$ cat config.mk
export PLATFORM = sky130hd
export DESIGN_NAME = amsat_la_cfg_bank
export DESIGN_NICKNAME = d
export VERILOG_FILES = /design/src/rtl/amsat_cfg_pkg.sv /design/src/rtl/amsat_sync_edge.sv /design/src/rtl/amsat_la_cfg_bank.sv
export SDC_FILE = /design/constraint.sdc
export NUM_CORES = 1
export LEC_CHECK = 0
export ABC_AREA = 0
export CAP_MARGIN = 20
export CORE_AREA = 3 3 87 151
export DETAILED_ROUTE_END_ITERATION = 8
export DIE_AREA = 0 0 90 154
export PLACE_DENSITY = 0.68
export SLEW_MARGIN = 20
export SYNTH_ARGS = -nofsm -noshare
export SYNTH_HDL_FRONTEND = slang
export SYNTH_SLANG_ARGS = --single-unit
$ cat constraint.sdc
create_clock -name wb_clk_i -period 7 [get_ports wb_clk_i]
set_input_delay 1.05 -clock wb_clk_i [delete_from_list [all_inputs] [get_ports wb_clk_i]]
set_output_delay 1.05 -clock wb_clk_i [all_outputs]
set_load 0.05 [all_outputs]
$ cat src/rtl/amsat_cfg_pkg.sv
// Shared definitions for the logic-analyzer configuration bank.
//   state_t    : commit FSM states (IDLE, COMMIT, DONE)
//   SYNC_DEPTH : number of synchronizer flops in front of each strobe edge detector
package amsat_cfg_pkg;

  typedef enum logic [1:0] {
    IDLE   = 2'd0,
    COMMIT = 2'd1,
    DONE   = 2'd2
  } state_t;

  localparam int SYNC_DEPTH = 2;

endpackage

$ cat src/rtl/amsat_sync_edge.sv
// Strobe conditioner: SYNC_DEPTH-flop synchronizer followed by a registered
// rising-edge detector. An input edge produces a one-cycle pulse three
// clocks later.
// Ports:
//   clk   in  sole clock
//   rst_n in  synchronous active-low reset
//   din   in  asynchronous level strobe
//   pulse out one-cycle pulse per rising edge of din
module amsat_sync_edge
  import amsat_cfg_pkg::*;
(
  input  logic clk,
  input  logic rst_n,
  input  logic din,
  output logic pulse
);

  logic [SYNC_DEPTH-1:0] sync_reg;
  logic                  level_d_reg;
  logic                  pulse_reg;

  always_ff @(posedge clk) begin
    if (!rst_n) begin
      sync_reg    <= '0;
      level_d_reg <= 1'b0;
      pulse_reg   <= 1'b0;
    end else begin
      sync_reg    <= {sync_reg[SYNC_DEPTH-2:0], din};
      level_d_reg <= sync_reg[SYNC_DEPTH-1];
      pulse_reg   <= sync_reg[SYNC_DEPTH-1] & ~level_d_reg;
    end
  end

  assign pulse = pulse_reg;

endmodule

$ cat src/rtl/amsat_la_cfg_bank.sv
// Double-buffered analog configuration bank driven from logic-analyzer bits.
// Writes land in a staging word per channel; a commit copies staging to the
// active words one channel per cycle, so cfg_o only ever changes one channel
// at a time while busy_o is high.
// Ports:
//   wb_clk_i     in  sole clock
//   wb_rst_ni    in  synchronous active-low reset
//   la_wdata_i   in  write data (sampled in the write pulse cycle)
//   la_addr_i    in  target channel (sampled in the write pulse cycle)
//   la_wr_i      in  write strobe level, rising edge requests a write
//   la_commit_i  in  commit strobe level, rising edge requests a commit
//   cfg_o        out active configuration, channel k at [k*CFG_W +: CFG_W]
//   busy_o       out high while copying staging to active
//   cfg_update_o out one-cycle pulse when a commit completes
//   err_o        out sticky error (bad address or write while committing)
// Optional build macro AMSAT_CFG_READBACK_EN adds:
//   la_rsel_i    in  staging readback select
//   rdata_o      out registered staging[la_rsel_i], 0 when out of range
module amsat_la_cfg_bank
  import amsat_cfg_pkg::*;
#(
  parameter int               NUM_CH  = 4,
  parameter int               CFG_W   = 16,
  parameter int               ADDR_W  = 2,
  parameter logic [CFG_W-1:0] RST_CFG = '0
) (
  input  logic                    wb_clk_i,
  input  logic                    wb_rst_ni,
  input  logic [CFG_W-1:0]        la_wdata_i,
  input  logic [ADDR_W-1:0]       la_addr_i,
  input  logic                    la_wr_i,
  input  logic                    la_commit_i,
`ifdef AMSAT_CFG_READBACK_EN
  input  logic [ADDR_W-1:0]       la_rsel_i,
  output logic [CFG_W-1:0]        rdata_o,
`endif
  output logic [NUM_CH*CFG_W-1:0] cfg_o,
  output logic                    busy_o,
  output logic                    cfg_update_o,
  output logic                    err_o
);

  localparam logic [ADDR_W:0]   NUM_CH_EXT = (ADDR_W+1)'(NUM_CH);
  localparam logic [ADDR_W-1:0] LAST_CH    = ADDR_W'(NUM_CH - 1);

  logic wr_pulse;
  logic commit_pulse;

  state_t            state_reg, state_next;
  logic [ADDR_W-1:0] cnt_reg, cnt_next;
  logic              err_reg, err_next;

  logic [CFG_W-1:0] staging_reg [NUM_CH];
  logic [CFG_W-1:0] active_reg  [NUM_CH];

  logic addr_ok;
  logic wr_accept;
  logic wr_error;
  logic commit_start;

  amsat_sync_edge u_wr_edge (
    .clk   (wb_clk_i),
    .rst_n (wb_rst_ni),
    .din   (la_wr_i),
    .pulse (wr_pulse)
  );

  amsat_sync_edge u_commit_edge (
    .clk   (wb_clk_i),
    .rst_n (wb_rst_ni),
    .din   (la_commit_i),
    .pulse (commit_pulse)
  );

  // Writes are only accepted while idle and in range; anything else is an error.
  assign addr_ok      = ({1'b0, la_addr_i} < NUM_CH_EXT);
  assign wr_accept    = wr_pulse && (state_reg == IDLE) && addr_ok;
  assign wr_error     = wr_pulse && !((state_reg == IDLE) && addr_ok);
  assign commit_start = commit_pulse && (state_reg == IDLE);

  always_ff @(posedge wb_clk_i) begin
    if (!wb_rst_ni) begin
      state_reg <= IDLE;
      cnt_reg   <= '0;
      err_reg   <= 1'b0;
    end else begin
      state_reg <= state_next;
      cnt_reg   <= cnt_next;
      err_reg   <= err_next;
    end
  end

  always_comb begin
    state_next   = state_reg;
    cnt_next     = cnt_reg;
    err_next     = err_reg;
    busy_o       = 1'b0;
    cfg_update_o = 1'b0;
    case (state_reg)
      IDLE: begin
        if (commit_start) begin
          state_next = COMMIT;
          cnt_next   = '0;
        end
      end
      COMMIT: begin
        busy_o = 1'b1;
        if (cnt_reg == LAST_CH) begin
          state_next = DONE;
          cnt_next   = '0;
        end else begin
          cnt_next = cnt_reg + 1'b1;
        end
      end
      DONE: begin
        cfg_update_o = 1'b1;
        state_next   = IDLE;
      end
      default: begin
        state_next = IDLE;
        cnt_next   = '0;
      end
    endcase
    // Entering COMMIT clears the flag, but a write error in the same cycle wins.
    if (commit_start) err_next = 1'b0;
    if (wr_error)     err_next = 1'b1;
  end

  assign err_o = err_reg;

  // A write accepted in the commit-start cycle lands before channel 0 is
  // copied, so the commit always includes it.
  always_ff @(posedge wb_clk_i) begin
    if (!wb_rst_ni) begin
      for (int i = 0; i < NUM_CH; i++) begin
        staging_reg[i] <= RST_CFG;
        active_reg[i]  <= RST_CFG;
      end
    end else begin
      for (int i = 0; i < NUM_CH; i++) begin
        if (wr_accept && (la_addr_i == ADDR_W'(i)))
          staging_reg[i] <= la_wdata_i;
        if ((state_reg == COMMIT) && (cnt_reg == ADDR_W'(i)))
          active_reg[i] <= staging_reg[i];
      end
    end
  end

  generate
    for (genvar gi = 0; gi < NUM_CH; gi++) begin : g_cfg
      assign cfg_o[gi*CFG_W +: CFG_W] = active_reg[gi];
    end
  endgenerate

`ifdef AMSAT_CFG_READBACK_EN
  logic [CFG_W-1:0] rd_mux;
  logic [CFG_W-1:0] rdata_reg;

  // Out-of-range selects match no channel and read back as zero.
  always_comb begin
    rd_mux = '0;
    for (int i = 0; i < NUM_CH; i++) begin
      if (la_rsel_i == ADDR_W'(i))
        rd_mux = staging_reg[i];
    end
  end

  always_ff @(posedge wb_clk_i) begin
    if (!wb_rst_ni) rdata_reg <= '0;
    else            rdata_reg <= rd_mux;
  end

  assign rdata_o = rdata_reg;
`endif

endmodule
==> results of run 1 <==
cells in the mapped netlist:
| cell type | instances | area, um2 |
|---|---|---|
| nand4bb_4 | 1 | 27.53 |
| o21ai_0 | 3 | 15.01 |
| nor3_4 | 1 | 16.27 |
| nor2_4 | 3 | 33.78 |
| o31ai_1 | 1 | 7.510 |
| edfxtp_1 | 128 | 3844 |
| nor2b_1 | 6 | 37.54 |
| nand2_1 | 12 | 45.04 |
| nor3b_1 | 1 | 7.510 |
| clkbuf_1 | 1 | 3.750 |
| buf_2 | 5 | 25.02 |
| buf_6 | 4 | 45.04 |
| ha_1 | 4 | 50.05 |
| and3_1 | 1 | 6.260 |
| and3_4 | 3 | 33.78 |
| a21oi_1 | 2 | 10.01 |
| dfxtp_1 | 13 | 260.3 |
| o21bai_1 | 1 | 7.510 |
| and2_1 | 134 | 838.3 |
| inv_1 | 3 | 11.26 |
| nand2b_1 | 3 | 18.77 |
| a32oi_1 | 2 | 17.52 |
| nor2_1 | 2 | 7.510 |
| buf_4 | 2 | 15.01 |
| nor2b_2 | 1 | 8.760 |
logic make-up (layout without fill, tap and decap cells):
logic type	Yosys count	in the layout	share of synthesized area
buffers and inverters	15	127	0.01856
flip-flops	141	141	0.7610
adder cells (fa/ha/maj)	4	4	0.009281
AO/OA/AOI/OAI	9	9	0.01067
AND/OR/NAND/NOR	168	168	0.2005
critical path, cell delays in order (launching register included):
cell and delay [ns]:
dfxtp_1 0.41, nor2b_2 0.44, clkdlybuf4s50_1 0.89
report_power, final:
group	internal, mW	switching, mW
logic	0.0413	0.0913
clock network	0.444	0.296
registers	0.949	0.00933
total	1.43	0.397
per-stage QoR:
stage / instance area (um2) / setup WS (ns) / util
4_1_cts: 6920 / 3.774 / 0.5734
3_5_place_dp: 6426 / 3.890 / 0.5324
6_report: 6920 / 3.809 / 0.5734
2_1_floorplan: 5393 / 4.167 / -
5_1_grt: 6920 / 3.728 / 0.5734
3_3_place_gp: 6426 / 3.932 / 0.5324
cell usage in the layout (no fill, tap or decap), drive strengths merged, types with 5 or more instances in the layout:
cell type,n
and2,134
edfxtp,128
clkdlybuf4s50,88
clkbuf,22
dfxtp,13
nand2,12
clkinv,9
nor2b,7
nor2,5
worst max path at each step:
stage                             from           endpoint  slack (ns)
after floorplan           la_addr_i[1]  staging_reg[1][0]        4.17
after CTS                 state_reg[0]             busy_o        3.77
after global placement       wb_rst_ni  active_reg[3][13]        3.93
final                     state_reg[0]             busy_o        3.81
after global routing      state_reg[0]             busy_o        3.73
after detailed placement     wb_rst_ni   active_reg[0][8]        3.89
area by class of cell:
class | count | share of cell area
clock buffers | 22 | 0.06418
clock inverters | 10 | 0.007232
inverters | 3 | 0.001627
multi-input cells | 181 | 0.1725
flip-flops and latches | 141 | 0.5930
well taps | 165 | 0.02983
repair buffers | 92 | 0.1316
routing by layer:
| metal | vias to the layer above | share of wire | track usage |
|---|---|---|---|
| li1 | 1363 | - | - |
| met1 | 1380 | 0.32 | 0.1265 |
| met2 | 98 | 0.59 | 0.2817 |
| met3 | 25 | 0.043 | 0.04552 |
| met4 | 0 | 0.053 | 0.1001 |
| met5 | - | 0 | 0 |
==> metrics.log, run 1 <==
INFO  metric worst_r2r_path_depth = 3
INFO  metric slew_headroom = 0.4903
INFO  metric starting_utilization_of_the_core_area = 0.4468
INFO  metric ys_warnings = 0
INFO  metric areaGrowthSynthToFinish = 28.33%
INFO  metric tritoncts_num_sinks = 141
INFO  metric drtIter0Drc = 194
INFO  metric timing.final.max_slew_violations = 0
INFO  metric postSynthCellCount = 337
INFO  metric worst_setup_hold_path_clk_slew = 0.05 ns
INFO  metric fin_cells = 614
INFO  metric crit_type = flop to output pin
INFO  metric drt_wl_total = 9662 um
INFO  metric crit_path_start_kind = flop
INFO  metric leakage = 2.539 nW
INFO  metric final_nets = 462
INFO  metric worst_hold_path.endpoint = u_commit_edge.pulse
INFO  metric multi_input_comb_area = 1194 um2
INFO  metric port-buffer-count = 88
INFO  metric wl_per_cell = 15.74 um
INFO  metric min_period = 3.191 ns
INFO  metric post_synthesis_cell_area = 5393 um2
INFO  metric synth.lib_cells_used.distinct = 25
INFO  metric ys_seq_elements = 141
INFO  metric final.setup.tns = 0 ns
INFO  metric required = 5.95 ns
INFO  metric grt_setup_unrepaired = no
INFO  metric tightest_slew = 0.7621 ns
INFO  metric fillCellCount = 998
INFO  metric seqCellArea = 4104 um2
INFO  metric powerDensity = 264.5 nW/um2
INFO  metric seq_area_frac_synth = 0.7610
INFO  metric r2r-end = active_reg[1][14]
INFO  metric final_antenna_net_count = 0
INFO  metric max_clock_freq = 313.3 MHz
INFO  metric cts_tree = done
INFO  metric first_pass_grt_wire_length = 15050 um
INFO  metric synth_nets = 363
INFO  metric cts.htree.levels = 4
INFO  metric cts_setup_buffers = 0
INFO  metric cts_made_buffers = 17
INFO  metric dp.final_hpwl = 7035 um
INFO  metric data_arrival_time_of_the_worst_path = 2.14 ns
INFO  metric grt_pass1_vias = 2956
INFO  metric core = 12070 um2
INFO  metric post_route_cells_drive_above_1_share = 0.08018
INFO  metric crit_path_max_fanout = 11
INFO  metric num_vias = 2866
INFO  metric worst_r2r_startpoint = state_reg[0]
INFO  metric number_of_failing_setup_endpoints_in_the_final_timing_report = 0
INFO  metric fin_total_pwr = 1.830 mW
INFO  metric min_path_type = flop to flop
INFO  metric post_cts_resized = 0
INFO  metric worst_hold_path.num_cells = 1
INFO  metric grt_start_max_net_pins = 25
INFO  metric ctsRootBufferMaster = clkbuf_16
INFO  metric finalCritPeriodShare = 0.4559
INFO  metric holdWs = 0.3865 ns
INFO  metric crit_path_end_kind = output pin
INFO  metric diodes = 0
INFO  metric run_status = finished, final reports clean
INFO  metric place.detailed.instances = 582
INFO  metric cts-hold-fix-buffers = 0
INFO  metric drv.max_cap_violation_count = 0
INFO  metric drt_first_pass_iters = 4
INFO  metric die_height = 154 um
INFO  metric timing.clock.skew = 0.007234 ns
INFO  metric grt_overflow_total = 0
INFO  metric globalRouteTotalUtil = 0.1474
INFO  metric final_hold_violations = 0
INFO  metric die_area = 13860 um2
INFO  metric timing.hold.worst.start = u_commit_edge.level_d_reg
INFO  metric clk_path_buf_depth = 2
INFO  metric avgViaCountPerCell = 4.668
INFO  metric drc = 0
INFO  metric gp_routability_congestion = 0.8594
INFO  metric post_synth.cell_area_avg = 16.00 um2
INFO  metric die_width = 90 um
INFO  metric floorplan.rows = 53
INFO  metric worst_r2r_setup_slack = 5.16 ns
INFO  metric worst_skew_pair.late_latency = 0.40 ns
INFO  metric irDropWorstVdd = 0.1817 mV
INFO  metric antenna_found_initial = 0
INFO  metric top_level_ports = 89
Note: power is estimated with default switching activity, not from simulation.
==> run 2: changes to the inputs <==
- clock period: 7 -> 3.25 ns (I/O delays scaled with it)
==> run 2 against run 1 <==
First-iteration DRC count is 10% lower. Largest power group unchanged. Non-clock buffer count stayed put. Setup slack worse by 3.2 ns.
==> metrics.log, run 2 (synthesis gave the netlist of run 1 again) <==
INFO  metric min_period = 2.655 ns
INFO  metric starting_utilization_of_the_core_area = 0.4468 (unchanged)
INFO  metric timing.final.ws_setup = 0.5952 ns (was 3.809 ns)
INFO  metric timing.final.max_slew_violations = 0 (unchanged)
INFO  metric port-buffer-count = 88 (unchanged)
INFO  metric die_height = 154 um (unchanged)
INFO  metric post_route_cells_drive_above_1_share = 0.09375 (was 0.08018)
INFO  metric dpl_worst_slack = 0.6770 ns (was 3.890 ns)
INFO  metric final_nets = 462 (unchanged)
INFO  metric first_pass_grt_wire_length = 14840 um (was 15050 um)
INFO  metric floorplan.rows = 53 (unchanged)
INFO  metric slew_headroom = 0.4749 (was 0.4903)
INFO  metric grt_overflow_total = 0 (unchanged)
INFO  metric wl_per_cell = 15.97 um (was 15.74 um)
INFO  metric slowest_stage = clkdlybuf4s50_1 (unchanged)
INFO  metric dp.final_hpwl = 7065 um (was 7035 um)
INFO  metric required = 2.76 ns (was 5.95 ns)
INFO  metric diodes = 0 (unchanged)
INFO  metric globalRouteTotalUtil = 0.1467 (was 0.1474)
INFO  metric cts_tree = done (unchanged)
INFO  metric drt_wl_total = 9787 um (was 9662 um)
INFO  metric crit_type = flop to output pin (unchanged)
INFO  metric drc = 0 (unchanged)
INFO  metric core = 12070 um2 (unchanged)
INFO  metric die_area = 13860 um2 (unchanged)
INFO  metric number_of_failing_setup_endpoints_in_the_final_timing_report = 0 (unchanged)
INFO  metric powerDensity = 609.9 nW/um2 (was 264.5 nW/um2)
INFO  metric final_antenna_net_count = 0 (unchanged)
INFO  metric tightest_slew = 0.7851 ns (was 0.7621 ns)
INFO  metric critical_path.cell_chain = nor2b_2 -> clkdlybuf4s50_1 (unchanged)
INFO  metric data_arrival_time_of_the_worst_path = 2.17 ns (was 2.14 ns)
INFO  metric die_width = 90 um (unchanged)
INFO  metric antenna_found_initial = 0 (unchanged)
INFO  metric cts_setup_buffers = 0 (unchanged)
INFO  metric crit_path_end_kind = output pin (unchanged)
INFO  metric grt_setup_unrepaired = no (unchanged)
INFO  metric avgViaCountPerCell = 4.620 (was 4.668)
INFO  metric max_clock_freq = 376.7 MHz
INFO  metric cts-hold-fix-buffers = 0 (unchanged)
INFO  metric min_path_type = flop to flop (unchanged)
INFO  metric drt_first_pass_iters = 4 (unchanged)
INFO  metric crit_path_start_kind = flop (unchanged)
INFO  metric max_stage_delay = 0.89 ns (about the same)
INFO  metric post_cts_resized = 0 (unchanged)
INFO  metric grt_pass1_vias = 2825 (was 2956)
INFO  metric tritoncts_num_sinks = 141 (unchanged)
INFO  metric fillCellCount = 973 (was 998)
INFO  metric clk_path_buf_depth = 2 (unchanged)
INFO  metric gp_routability_congestion = 0.8389 (was 0.8594)
INFO  metric mostFrequentLayoutCell = and2_1 (unchanged)
INFO  metric leakage = 2.587 nW (was 2.539 nW)
INFO  metric drv.max_cap_violation_count = 0 (unchanged)
INFO  metric final.setup.tns = 0 ns (unchanged)
INFO  metric irDropWorstVdd = 0.4248 mV (was 0.1817 mV)
INFO  metric timing.clock.skew = 0.007499 ns (was 0.007234 ns)
INFO  metric worst_skew_pair.late_latency = 0.41 ns (was 0.40 ns)
INFO  metric top_level_ports = 89 (unchanged)
INFO  metric critical_path.top_delay_family = buffers and inverters (unchanged)
INFO  metric num_vias = 2832 (was 2866)
INFO  metric crit_path_max_fanout = 11 (unchanged)
INFO  metric ctsRootBufferMaster = clkbuf_16 (unchanged)
INFO  metric drtIter0Drc = 174 (was 194)
INFO  metric worst_setup_hold_path_clk_slew = 0.05 ns (about the same)
INFO  metric final_cell_mix = 134 x and2_1, 128 x edfxtp_1, 88 x clkdlybuf4s50_1 (unchanged)
INFO  metric finalCritPeriodShare = 0.8169
INFO  metric grt_start_max_net_pins = 25 (unchanged)
INFO  metric cts.htree.levels = 4 (unchanged)
INFO  metric final_hold_violations = 0 (unchanged)
INFO  metric cp_num_buf_inv = 1 (unchanged)
INFO  metric cts_made_buffers = 17 (unchanged)
INFO  metric final_core_utilization = 0.5824 (was 0.5734)
INFO  metric areaGrowthSynthToFinish = 30.35% (was 28.33%)
INFO  metric run_status = finished, final reports clean (unchanged)
run 2: changes by cell type in the layout (fill, tap and decap cells not counted), sizes merged:
cell / delta
clkinv: -3
bufinv: +4
clkbuf: -4
clkinvlp: +2
run 2: routing by layer:
metal | up-vias | GRT usage | share of wire
met5 | - | 0 | 0
met4 | 0 | 0.07962 | 0.034
met3 | 21 | 0.03818 | 0.036
met2 | 83 | 0.2971 | 0.60
met1 | 1367 | 0.1244 | 0.33
li1 | 1361 | - | -
run 2: cell type report:
type                            instances  area [um2]  area share
Clock buffer                           18       429.2     0.06105
Multi-Input combinational cell        181        1194      0.1698
Tap cell                              165       206.4     0.02937
Timing Repair Buffer                   92       910.9      0.1296
Sequential cell                       141        4104      0.5838
Inverter                                3       11.26    0.001602
Clock inverter                         13       173.9     0.02474
run 2: final timing paths:
kind                            slack (ns)  cells past startpoint               end             startpoint
worst max-delay path                  0.60                      2            busy_o           state_reg[0]
worst min-delay path                  0.38                      1   u_wr_edge.pulse  u_wr_edge.level_d_reg
worst max register to register        1.39                      3  active_reg[2][5]           state_reg[0]
worst min register to register        0.38                      1   u_wr_edge.pulse  u_wr_edge.level_d_reg
run 2: report_power, final:
part           switching (mW)  internal [mW]
combinational           0.197         0.0889
sequential             0.0209           2.04
clock                   0.670           1.27
total                   0.888           3.40
run 2: metrics by stage:
stage	instances	hold slack [ns]	total power, mW	instance area (um2)
after CTS	613	0.3810	4.316	7029
after global placement	582	0.3720	2.383	6426
final	613	0.3817	4.287	7029
after floorplan	337	0.3674	2.259	5393
after detailed placement	582	0.3734	2.389	6426
after global routing	613	0.3983	4.401	7029
